$ cat config.mk
export PLATFORM = sky130hd
export DESIGN_NAME = led_bank_arbiter_flat
export DESIGN_NICKNAME = d
export VERILOG_FILES = /design/src/rtl/led_bank_arbiter_if.sv /design/src/rtl/led_bank_arbiter.sv /design/src/flat_wrapper.sv
export SDC_FILE = /design/constraint.sdc
export NUM_CORES = 1
export LEC_CHECK = 0
export CAP_MARGIN = 10
export CORE_ASPECT_RATIO = 0.5
export CORE_UTILIZATION = 55
export CTS_BUF_LIST = sky130_fd_sc_hd__clkbuf_16
export DETAILED_ROUTE_END_ITERATION = 6
export PLACE_DENSITY_LB_ADDON = 0.15
export SYNTH_ARGS = -nofsm -noshare
export SYNTH_HDL_FRONTEND = slang
export SYNTH_SLANG_ARGS = --single-unit
$ cat constraint.sdc
create_clock -name CLK -period 3.6 [get_ports CLK]
set_input_delay 0.72 -clock CLK [delete_from_list [all_inputs] [get_ports CLK]]
set_output_delay 0.72 -clock CLK [all_outputs]
set_load 0.01 [all_outputs]
$ cat src/rtl/led_bank_arbiter_if.sv
// LED-bank arbiter pin bundle: raw buttons in, LED bank and grant status out.
// The arbiter connects through the slave modport and the board/bench through the master modport.
interface led_bank_arbiter_if;
  logic [2:0] BTN;
  logic [4:0] LED;
  logic       LEDR_N;
  logic       LEDG_N;
  logic [2:0] grant;
  logic       busy;

  modport master (
    output BTN,
    input  LED,
    input  LEDR_N,
    input  LEDG_N,
    input  grant,
    input  busy
  );

  modport slave (
    input  BTN,
    output LED,
    output LEDR_N,
    output LEDG_N,
    output grant,
    output busy
  );
endinterface

$ cat src/rtl/led_bank_arbiter.sv
// Shares the LED bank between three debounced buttons using a round-robin
// arbiter. Each grant lasts a fixed number of cycles.
module led_bank_arbiter #(
  parameter int DEBOUNCE_CYCLES = 120000,
  parameter int HOLD_CYCLES     = 6000000
) (
  input  logic               CLK,
  input  logic               RST_N,
  led_bank_arbiter_if.slave  bus
);

  localparam int DB_W   = $clog2(DEBOUNCE_CYCLES);
  localparam int HOLD_W = $clog2(HOLD_CYCLES);
  localparam logic [DB_W-1:0]   DB_LAST   = DB_W'(DEBOUNCE_CYCLES - 1);
  localparam logic [HOLD_W-1:0] HOLD_LOAD = HOLD_W'(HOLD_CYCLES - 1);

  typedef enum logic {
    S_IDLE  = 1'b0,
    S_GRANT = 1'b1
  } state_t;

  logic [2:0]        r_sync1;
  logic [2:0]        r_sync2;
  logic [2:0]        r_db_level;
  logic [2:0]        r_db_prev;
  logic [DB_W-1:0]   r_db_cnt [3];
  logic [2:0]        r_pending;
  logic [1:0]        r_last;
  logic [HOLD_W-1:0] r_hold;
  state_t            r_state;
  logic [2:0]        r_grant;
  logic              r_busy;
  logic              r_pend_led;
  logic              r_ledr_n;
  logic              r_ledg_n;

  logic [2:0]        w_rise;
  logic              w_pick_valid;
  logic [1:0]        w_pick_idx;
  logic [2:0]        w_clr;
  logic [2:0]        w_pend_nxt;

  // Two-flop synchroniser for the asynchronous button pins.
  always_ff @(posedge CLK or negedge RST_N) begin
    if (!RST_N) begin
      // NOTE: sequential state uses non-blocking assignments so every flop
      // samples pre-edge values regardless of statement order.
      r_sync1 <= '0;
      r_sync2 <= '0;
    end else begin
      r_sync1 <= bus.BTN;
      r_sync2 <= r_sync1;
    end
  end

  always_ff @(posedge CLK or negedge RST_N) begin
    if (!RST_N) begin
      r_db_level <= '0;
      r_db_prev  <= '0;
      // NOTE: the counter array is tiny and must start from zero after reset,
      // so it is reset like ordinary flops rather than left as uninitialised storage.
      for (int i = 0; i < 3; i++) begin
        r_db_cnt[i] <= '0;
      end
    end else begin
      r_db_prev <= r_db_level;
      for (int i = 0; i < 3; i++) begin
        if (r_sync2[i] != r_db_level[i]) begin
          if (r_db_cnt[i] == DB_LAST) begin
            r_db_level[i] <= r_sync2[i];
            r_db_cnt[i]   <= '0;
          end else begin
            r_db_cnt[i] <= r_db_cnt[i] + 1'b1;
          end
        end else begin
          r_db_cnt[i] <= '0;
        end
      end
    end
  end

  assign w_rise = r_db_level & ~r_db_prev;

  // Search last+1, last+2, last+3 (mod 3). Walking backwards lets the
  // nearest candidate overwrite the farther ones.
  always_comb begin
    // NOTE: defaults first, so no path through this block can infer a latch.
    w_pick_valid = 1'b0;
    w_pick_idx   = 2'd0;
    for (int k = 3; k >= 1; k--) begin
      logic [1:0] j;
      j = 2'((int'(r_last) + k) % 3);
      if (r_pending[j]) begin
        w_pick_valid = 1'b1;
        w_pick_idx   = j;
      end
    end
  end

  assign w_clr      = (r_state == S_IDLE && w_pick_valid) ? 3'(3'b001 << w_pick_idx) : 3'b000;
  // A new rising edge in the same cycle as a grant clear keeps the request queued.
  assign w_pend_nxt = (r_pending & ~w_clr) | w_rise;

  always_ff @(posedge CLK or negedge RST_N) begin
    if (!RST_N) begin
      r_state    <= S_IDLE;
      r_pending  <= '0;
      r_last     <= 2'd2;
      r_hold     <= '0;
      r_grant    <= '0;
      r_busy     <= 1'b0;
      r_pend_led <= 1'b0;
      r_ledr_n   <= 1'b1;
      r_ledg_n   <= 1'b0;
    end else begin
      r_pending  <= w_pend_nxt;
      r_pend_led <= |w_pend_nxt;
      case (r_state)
        S_IDLE: begin
          if (w_pick_valid) begin
            r_state  <= S_GRANT;
            r_grant  <= w_clr;
            r_last   <= w_pick_idx;
            r_hold   <= HOLD_LOAD;
            r_busy   <= 1'b1;
            r_ledr_n <= 1'b0;
            r_ledg_n <= 1'b1;
          end
        end
        S_GRANT: begin
          if (r_hold == '0) begin
            r_state  <= S_IDLE;
            r_grant  <= '0;
            r_busy   <= 1'b0;
            r_ledr_n <= 1'b1;
            r_ledg_n <= 1'b0;
          end else begin
            r_hold <= r_hold - 1'b1;
          end
        end
        default: begin
          r_state <= S_IDLE;
          r_grant <= '0;
          r_busy  <= 1'b0;
        end
      endcase
    end
  end

  assign bus.LED    = {r_busy, r_pend_led, r_grant};
  assign bus.grant  = r_grant;
  assign bus.busy   = r_busy;
  assign bus.LEDR_N = r_ledr_n;
  assign bus.LEDG_N = r_ledg_n;

  a_grant_onehot : assert property (@(posedge CLK) disable iff (!RST_N) $onehot0(r_grant));
  a_busy_grant   : assert property (@(posedge CLK) disable iff (!RST_N) r_busy == (|r_grant));
  a_leds_follow  : assert property (@(posedge CLK) disable iff (!RST_N) r_ledr_n == ~r_busy && r_ledg_n == r_busy);

endmodule

$ cat src/flat_wrapper.sv
// flat-port wrapper written by rule: the top's interface ports become plain ports
module led_bank_arbiter_flat 
#(
  parameter int DEBOUNCE_CYCLES = 120000,
  parameter int HOLD_CYCLES     = 6000000
)
  (CLK, RST_N, bus_BTN, bus_LED, bus_LEDR_N, bus_LEDG_N, bus_grant, bus_busy);
  led_bank_arbiter_if bus_i ();
  input  logic CLK;
  input  logic RST_N;
  input wire logic [$bits(bus_i.BTN)-1:0] bus_BTN;
  output wire logic [$bits(bus_i.LED)-1:0] bus_LED;
  output wire logic [$bits(bus_i.LEDR_N)-1:0] bus_LEDR_N;
  output wire logic [$bits(bus_i.LEDG_N)-1:0] bus_LEDG_N;
  output wire logic [$bits(bus_i.grant)-1:0] bus_grant;
  output wire logic [$bits(bus_i.busy)-1:0] bus_busy;
  assign bus_i.BTN = bus_BTN;
  assign bus_LED = bus_i.LED;
  assign bus_LEDR_N = bus_i.LEDR_N;
  assign bus_LEDG_N = bus_i.LEDG_N;
  assign bus_grant = bus_i.grant;
  assign bus_busy = bus_i.busy;
  led_bank_arbiter #(.DEBOUNCE_CYCLES(DEBOUNCE_CYCLES), .HOLD_CYCLES(HOLD_CYCLES)) u_core (.CLK(CLK), .RST_N(RST_N), .bus(bus_i));
endmodule
# [Yosys cells after proc, flatten, opt, wreduce, memory -nomap -nowiden]
# Cells that the tools add are included.
[totals] elab_cells=89 out_inout_bits=11 register_bits=98 inputBits=5
[classes] mux=34 bitwise_logic=6 eq_ne=9 div_mod_pow=3 magnitude_cmp=3 addsub=7 n_reduce_logical=9 shift=1
[op_table] cell="17-bit two-way mux" n=6
[op_table] cell="32-bit by 3-bit modulo with 32-bit output, second input constant" n=3
[op_table] cell="17-bit by 1-bit adder with 17-bit output, second input constant" n=3
[op_table] cell="17-bit equality test, second input constant" n=3
[op_table] cell="23-bit two-way mux" n=2
[op_table] cell="23-bit case mux with 2 select lines" n=1
[op_table] cell="23-bit logical NOT" n=1
[op_table] cell="23-bit by 1-bit subtractor with 23-bit output, second input constant" n=1
[op_table] cell="1-bit two-way mux" n=12
[op_table] cell="2-bit AND reduction" n=6
[op_table] cell="2-bit by 3-bit less-than comparator with 1-bit output, second input constant" n=3
[op_table] cell="3-bit two-way mux" n=3
[op_table] cell="2-bit by 2-bit adder with 3-bit output, second input constant" n=2
[op_table] cell="3-bit AND" n=2
[op_table] cell="1-bit binary-select mux with 2-bit select" n=3
[op_table] cell="2-bit two-way mux" n=3
[op_table] cell="3-bit inverter" n=2
[op_table] cell="1-bit case mux with 2 select lines" n=3
[op_table] cell="3-bit case mux with 2 select lines" n=1
[op_table] cell="2-bit inequality test, second input constant" n=2
[op_table] cell="2-bit by 1-bit adder with 3-bit output, second input constant" n=1
[op_table] cell="1-bit inequality test" n=3
[op_table] cell="3-bit bitwise OR" n=1
[op_table] cell="3-bit OR reduction" n=1
[op_table] cell="4 further kinds" n=4

# [Logic depth before layout (Yosys ltp)]
[logic_depth] depth_word=13 depth_mapped=11 depth_no_buf=7

# [Least setup slack after synthesis]
# Ideal clock, no wire load.
[synth_path] path_type="flip-flop to flip-flop" startpoint="register u_core.r_last[1]" endpoint="register u_core.r_hold[4]" stages_incl_launch_ff=10 setup_ns=0.131 t_arrival_ns=2.395 period_less_slack_ns=2.526 setup_slack_ns=1.074 n_path_buf=3 t_required_ns=3.469 path_cell_list="dfstp_2 -> ha_1 -> buf_2 -> nor2b_1 -> o21ai_0 -> and4_1 -> buf_2 -> clkbuf_1 -> nor4_1 -> or3_1"
[synth_via] elab_chain_len=9 word_cells_on_any_way=17 cone_classes="3 x add/sub; 3 x div; 1 x eq/ne; 9 x mux; 1 x reduce/logical"
[synth_lines] element="start, declared" line_no="led_bank_arbiter.sv:28" text="logic [1:0] r_last;"
[synth_lines] element="start signal, assigned" line_no="led_bank_arbiter.sv:123" text="r_last <= w_pick_idx;"
[synth_lines] element="2-bit by 2-bit adder with 3-bit output" line_no="led_bank_arbiter.sv:92" text="j = 2'((int'(r_last) + k) % 3);"
[synth_lines] element="32-bit by 3-bit modulo with 32-bit output" line_no="led_bank_arbiter.sv:92"
[synth_lines] element="1-bit binary-select mux with 2-bit select" line_no="led_bank_arbiter.sv:93" text="if (r_pending[j]) begin"
[synth_lines] element="1-bit two-way mux (not written as such)" line_no="led_bank_arbiter.sv:93"
[synth_lines] element="1-bit two-way mux (2 in series)" line_no="led_bank_arbiter.sv:93"
[synth_lines] element="1-bit two-way mux *" line_no="led_bank_arbiter.sv:93"
[synth_lines] element="2-bit by 1-bit inequality test with 1-bit output (no line) *"
[synth_lines] element="2-bit AND reduction (no line) *"
[synth_lines] element="end signal, assigned" line_no="led_bank_arbiter.sv:138" text="r_hold <= r_hold - 1'b1;"
[synth_lines] element="end, declared" line_no="led_bank_arbiter.sv:29" text="logic [HOLD_W-1:0] r_hold;"
# Every way passes the cells marked *; elsewhere a longest branch is shown, timed or not. The select of a mux whose other input is x is not followed.
# A chain may end at the register's enable or synchronous reset.

# [Worst setup path in the final report]
[layout_path] startpoint="register u_core.r_hold[0]" endpoint="register u_core.r_hold[6]"
[layout_via] elab_chain_len=3 word_cells_on_any_way=6 cone_classes="1 x add/sub; 1 x eq/ne; 2 x mux; 2 x reduce/logical"
[layout_lines] element="23-bit by 1-bit subtractor with 23-bit output / 23-bit logical NOT (equally long branches)" line_no="led_bank_arbiter.sv:138, led_bank_arbiter.sv:131"
[layout_lines] element="23-bit two-way mux / 2-bit inequality test (equally long branches)"
[layout_lines] element="23-bit case mux with 2 select lines / 2-bit AND reduction (equally long branches)"
# Parallel ways exist; a longest one is shown, timed or not. The select of a mux whose other input is x is not followed.

==> flow_summary.ini <==
[worst_setup_path]
timing.critical_path.required_ns = 3.79
worst_ep_arrival_time_ns = 2.87
path_max_fanout = 16
timing.setup.critical_path_class = reg2reg
kind_of_end_point_of_the_critical_path = register
critPathLaunchType = register

[floorplan]
initial_utilization = 0.592
die_area_um2 = 9350
std_cell_rows = 23
die_height_um = 68.9
die_width_um = 136
io-pin-count = 16
design.core.area_um2 = 8320

[sta]
timing.fmax_mhz = 372
fin_crit_ns = 2.69
slew-limit-headroom = 0.474
share_of_the_clock_period_used_by_the_worst_path_after_layout = 0.747
timing_max_transition_violations_final = 0
worst_slew_pin_slew_ns = 0.789
endpoints_failing_hold = 0
setup_tns_ns = 0
rsz0062_at_grt = false
clock-skew-final_ns = 0.00696
finalSetupViolations = 0

[cells_and_area]
num-nets-final = 517
areaGrowthSynthToFinish_pct = 10.8
antennaDiodeCount = 0
final_layout_size_suffix_gt1_frac = 0.0689
stdcell_count = 620
final_common_cell = dfrtp_1
top_library_cells_by_usage_in_the_layout_fill_and_taps_aside = 96 x dfrtp_1, 72 x nor2_1, 36 x nand3_1, 25 x xor2_1, 23 x xnor2_1

[yosys]
netlist_top_cells_area = dfrtp_1 49%, nor2_1 5.5%, xor2_1 4.5%, xnor2_1 4.1%, nand3_1 3.7%
post_synth_top_area_share = 0.488
synth_area_per_cell_um2 = 9.92
synthesis.yosys.warnings = 0
synth.ff_latch_count = 98
post_synthesis_cells = 496
yosysSeqAreaShare = 0.499
yosysTopAreaCell = dfrtp_1
synth_nets = 510
yosysUniqueCellTypes = 56
synthArstFlopShare = 1.00
netlist_area_before_placement_um2 = 4920
synth_edf_count = 0
synth_ff_type = dfrtp_1

[global_routing]
number_of_antenna_violations_at_the_first_check_in_global_routing = 0
largest_net_degree_at_the_start_of_global_routing = 65
first_global_vias = 3325
globalRouteOverflowTotal = 0
grt_usage = 0.219
grt_pass1_wl_um = 15600

[status]
outcome = completed

[cts]
cts_made_buffers = 9
cts.repair_timing.setup_buffer_count = 0
ctsHtreeMaxLevel = 3
clkLatencyLatePin_ns = 0.34
tritoncts_num_sinks = 98
cts_hold_buffers = 0
cts_tree = done
cts_max_path_buffers = 2
cts-resized-gates = 0
cts_root_buf = clkbuf_16
clock_transition_at_path_regs_ns = 0.07

[place]
numPlacedInstances = 604
buffer_ports.inserted = 15
gp_congestion = 0.799
post-dp-hpwl_um = 5840

[hold_path]
min_path_type = reg2reg

[drt]
drt_drc_violations_left = 0
top_routing_layer_used = met4
met3_wirelength_um = 341
viasPerCell = 5.71
routed_wl_um = 9060
met2_wire_length_um = 4110
wl_met1_um = 4550
drtPass1Iterations = 4
route.antenna.remaining_nets = 0
dr_total_vias = 3542
drt-wirelength-per-cell_um = 14.6
number_of_violations_reported_at_the_end_of_detailed_routing_iteration_0 = 301

[job]
cap_violations = 0

[power]
peakVddDrop_uv = 289
p_leak_nw = 2.49
power.density_nw_per_um2 = 406
==> final timing paths <==
check	start	endpoint	slack [ns]	cells past startpoint
max	u_core.r_hold[0]	u_core.r_hold[6]	0.91	8
min	u_core.r_sync1[0]	u_core.r_sync2[0]	0.35	0
max reg2reg	u_core.r_hold[0]	u_core.r_hold[6]	0.91	8
min reg2reg	u_core.r_sync1[0]	u_core.r_sync2[0]	0.35	0
max in group asynchronous	RST_N	u_core.bus.LEDR_N	2.33	2
min in group asynchronous	RST_N	u_core.r_hold[12]	0.45	1
==> state kept, by name, indices dropped and copies added, names as in the netlist <==
signal and cells:
u_core.r_db_cnt 51, u_core.r_hold 23, u_core.bus.grant 3, u_core.r_db_level 3, u_core.r_db_prev 3, u_core.r_pending 3
u_core.r_sync1 3, u_core.r_sync2 3, u_core.r_last 2, u_core.bus.LEDR_N 1, u_core.bus.busy 1, u_core.r_pend_led 1
u_core.r_state 1
==> critical path, stage by stage (launching register included) <==
cell and delay, ns:
dfrtp_1 0.41, inv_1 0.11, ha_1 0.14, or4b_2 0.57
nor4_1 0.25, and3_1 0.58, buf_4 0.28, or4_1 0.13
nand3_1 0.07
==> layer usage <==
metal / track usage / vias to the layer above
met1: 0.297 / 1696
met3: 0.0614 / 5
met4: 0.0506 / 0
li1: - / 1783
met2: 0.353 / 58
met5: 0 / -
==> cell type report <==
cell class	count	area, um^2
Clock buffer	9	225
Clock inverter	7	98.8
Fill cell	650	2860
Inverter	21	78.8
Multi-Input combinational cell	351	2250
Sequential cell	98	2450
Tap cell	112	140
Timing Repair Buffer	22	200
==> kinds of logic after synthesis <==
group	synth area share
adders and majority gates	0.0229
xor gates and xnor gates	0.0855
and+or+nand+nor	0.255
DFF	0.499
buffers and inverters	0.0427
muxes	0.0127
AOI/OAI and AO/OA	0.0827
==> cell usage after synthesis, types with 2 or more instances <==
| cell type | n |
|---|---|
| nand2b_1 | 5 |
| or4_1 | 19 |
| nand3_1 | 36 |
| o22ai_1 | 2 |
| xnor2_1 | 23 |
| o21ai_0 | 6 |
| and2_1 | 3 |
| clkbuf_1 | 13 |
| a21o_1 | 4 |
| nor2b_1 | 4 |
| buf_2 | 6 |
| dfstp_2 | 2 |
| mux2_2 | 2 |
| nand4_1 | 15 |
| o31a_1 | 3 |
| a41oi_1 | 3 |
| and3_1 | 8 |
| inv_1 | 21 |
| o31ai_1 | 15 |
| nor3_1 | 7 |
| buf_4 | 7 |
| or4_4 | 2 |
| a221oi_1 | 2 |
| nand2_1 | 21 |
| nor4_1 | 11 |
| nor3b_1 | 2 |
| a21oi_1 | 8 |
| ha_1 | 9 |
| mux2i_1 | 4 |
| dfrtp_1 | 96 |
| xor2_1 | 25 |
| or2_2 | 3 |
| or3_1 | 8 |
| nor4b_1 | 3 |
| nor2_1 | 72 |
| and4_1 | 6 |
==> report_power, final <==
group          switching (W)  total [W]  internal [W]
combinational      0.0000388  0.0000542     0.0000154
sequential        0.00000990    0.00112       0.00111
clock               0.000423    0.00104      0.000615
==> through the flow <==
step	power [W]	hold WS (ns)	utilization	cell area, um^2	worst slack (ns)
final	0.00221	0.352	0.656	5450	0.912
after detailed placement	0.00120	0.336	0.617	5130	0.956
after global placement	0.00120	0.333	0.617	5130	1.04
after global routing	0.00230	0.363	0.656	5450	0.700
after CTS	0.00224	0.352	0.656	5450	0.936
after floorplan	0.00117	0.331	-	4920	1.07
(Power assumes the default switching activity.)
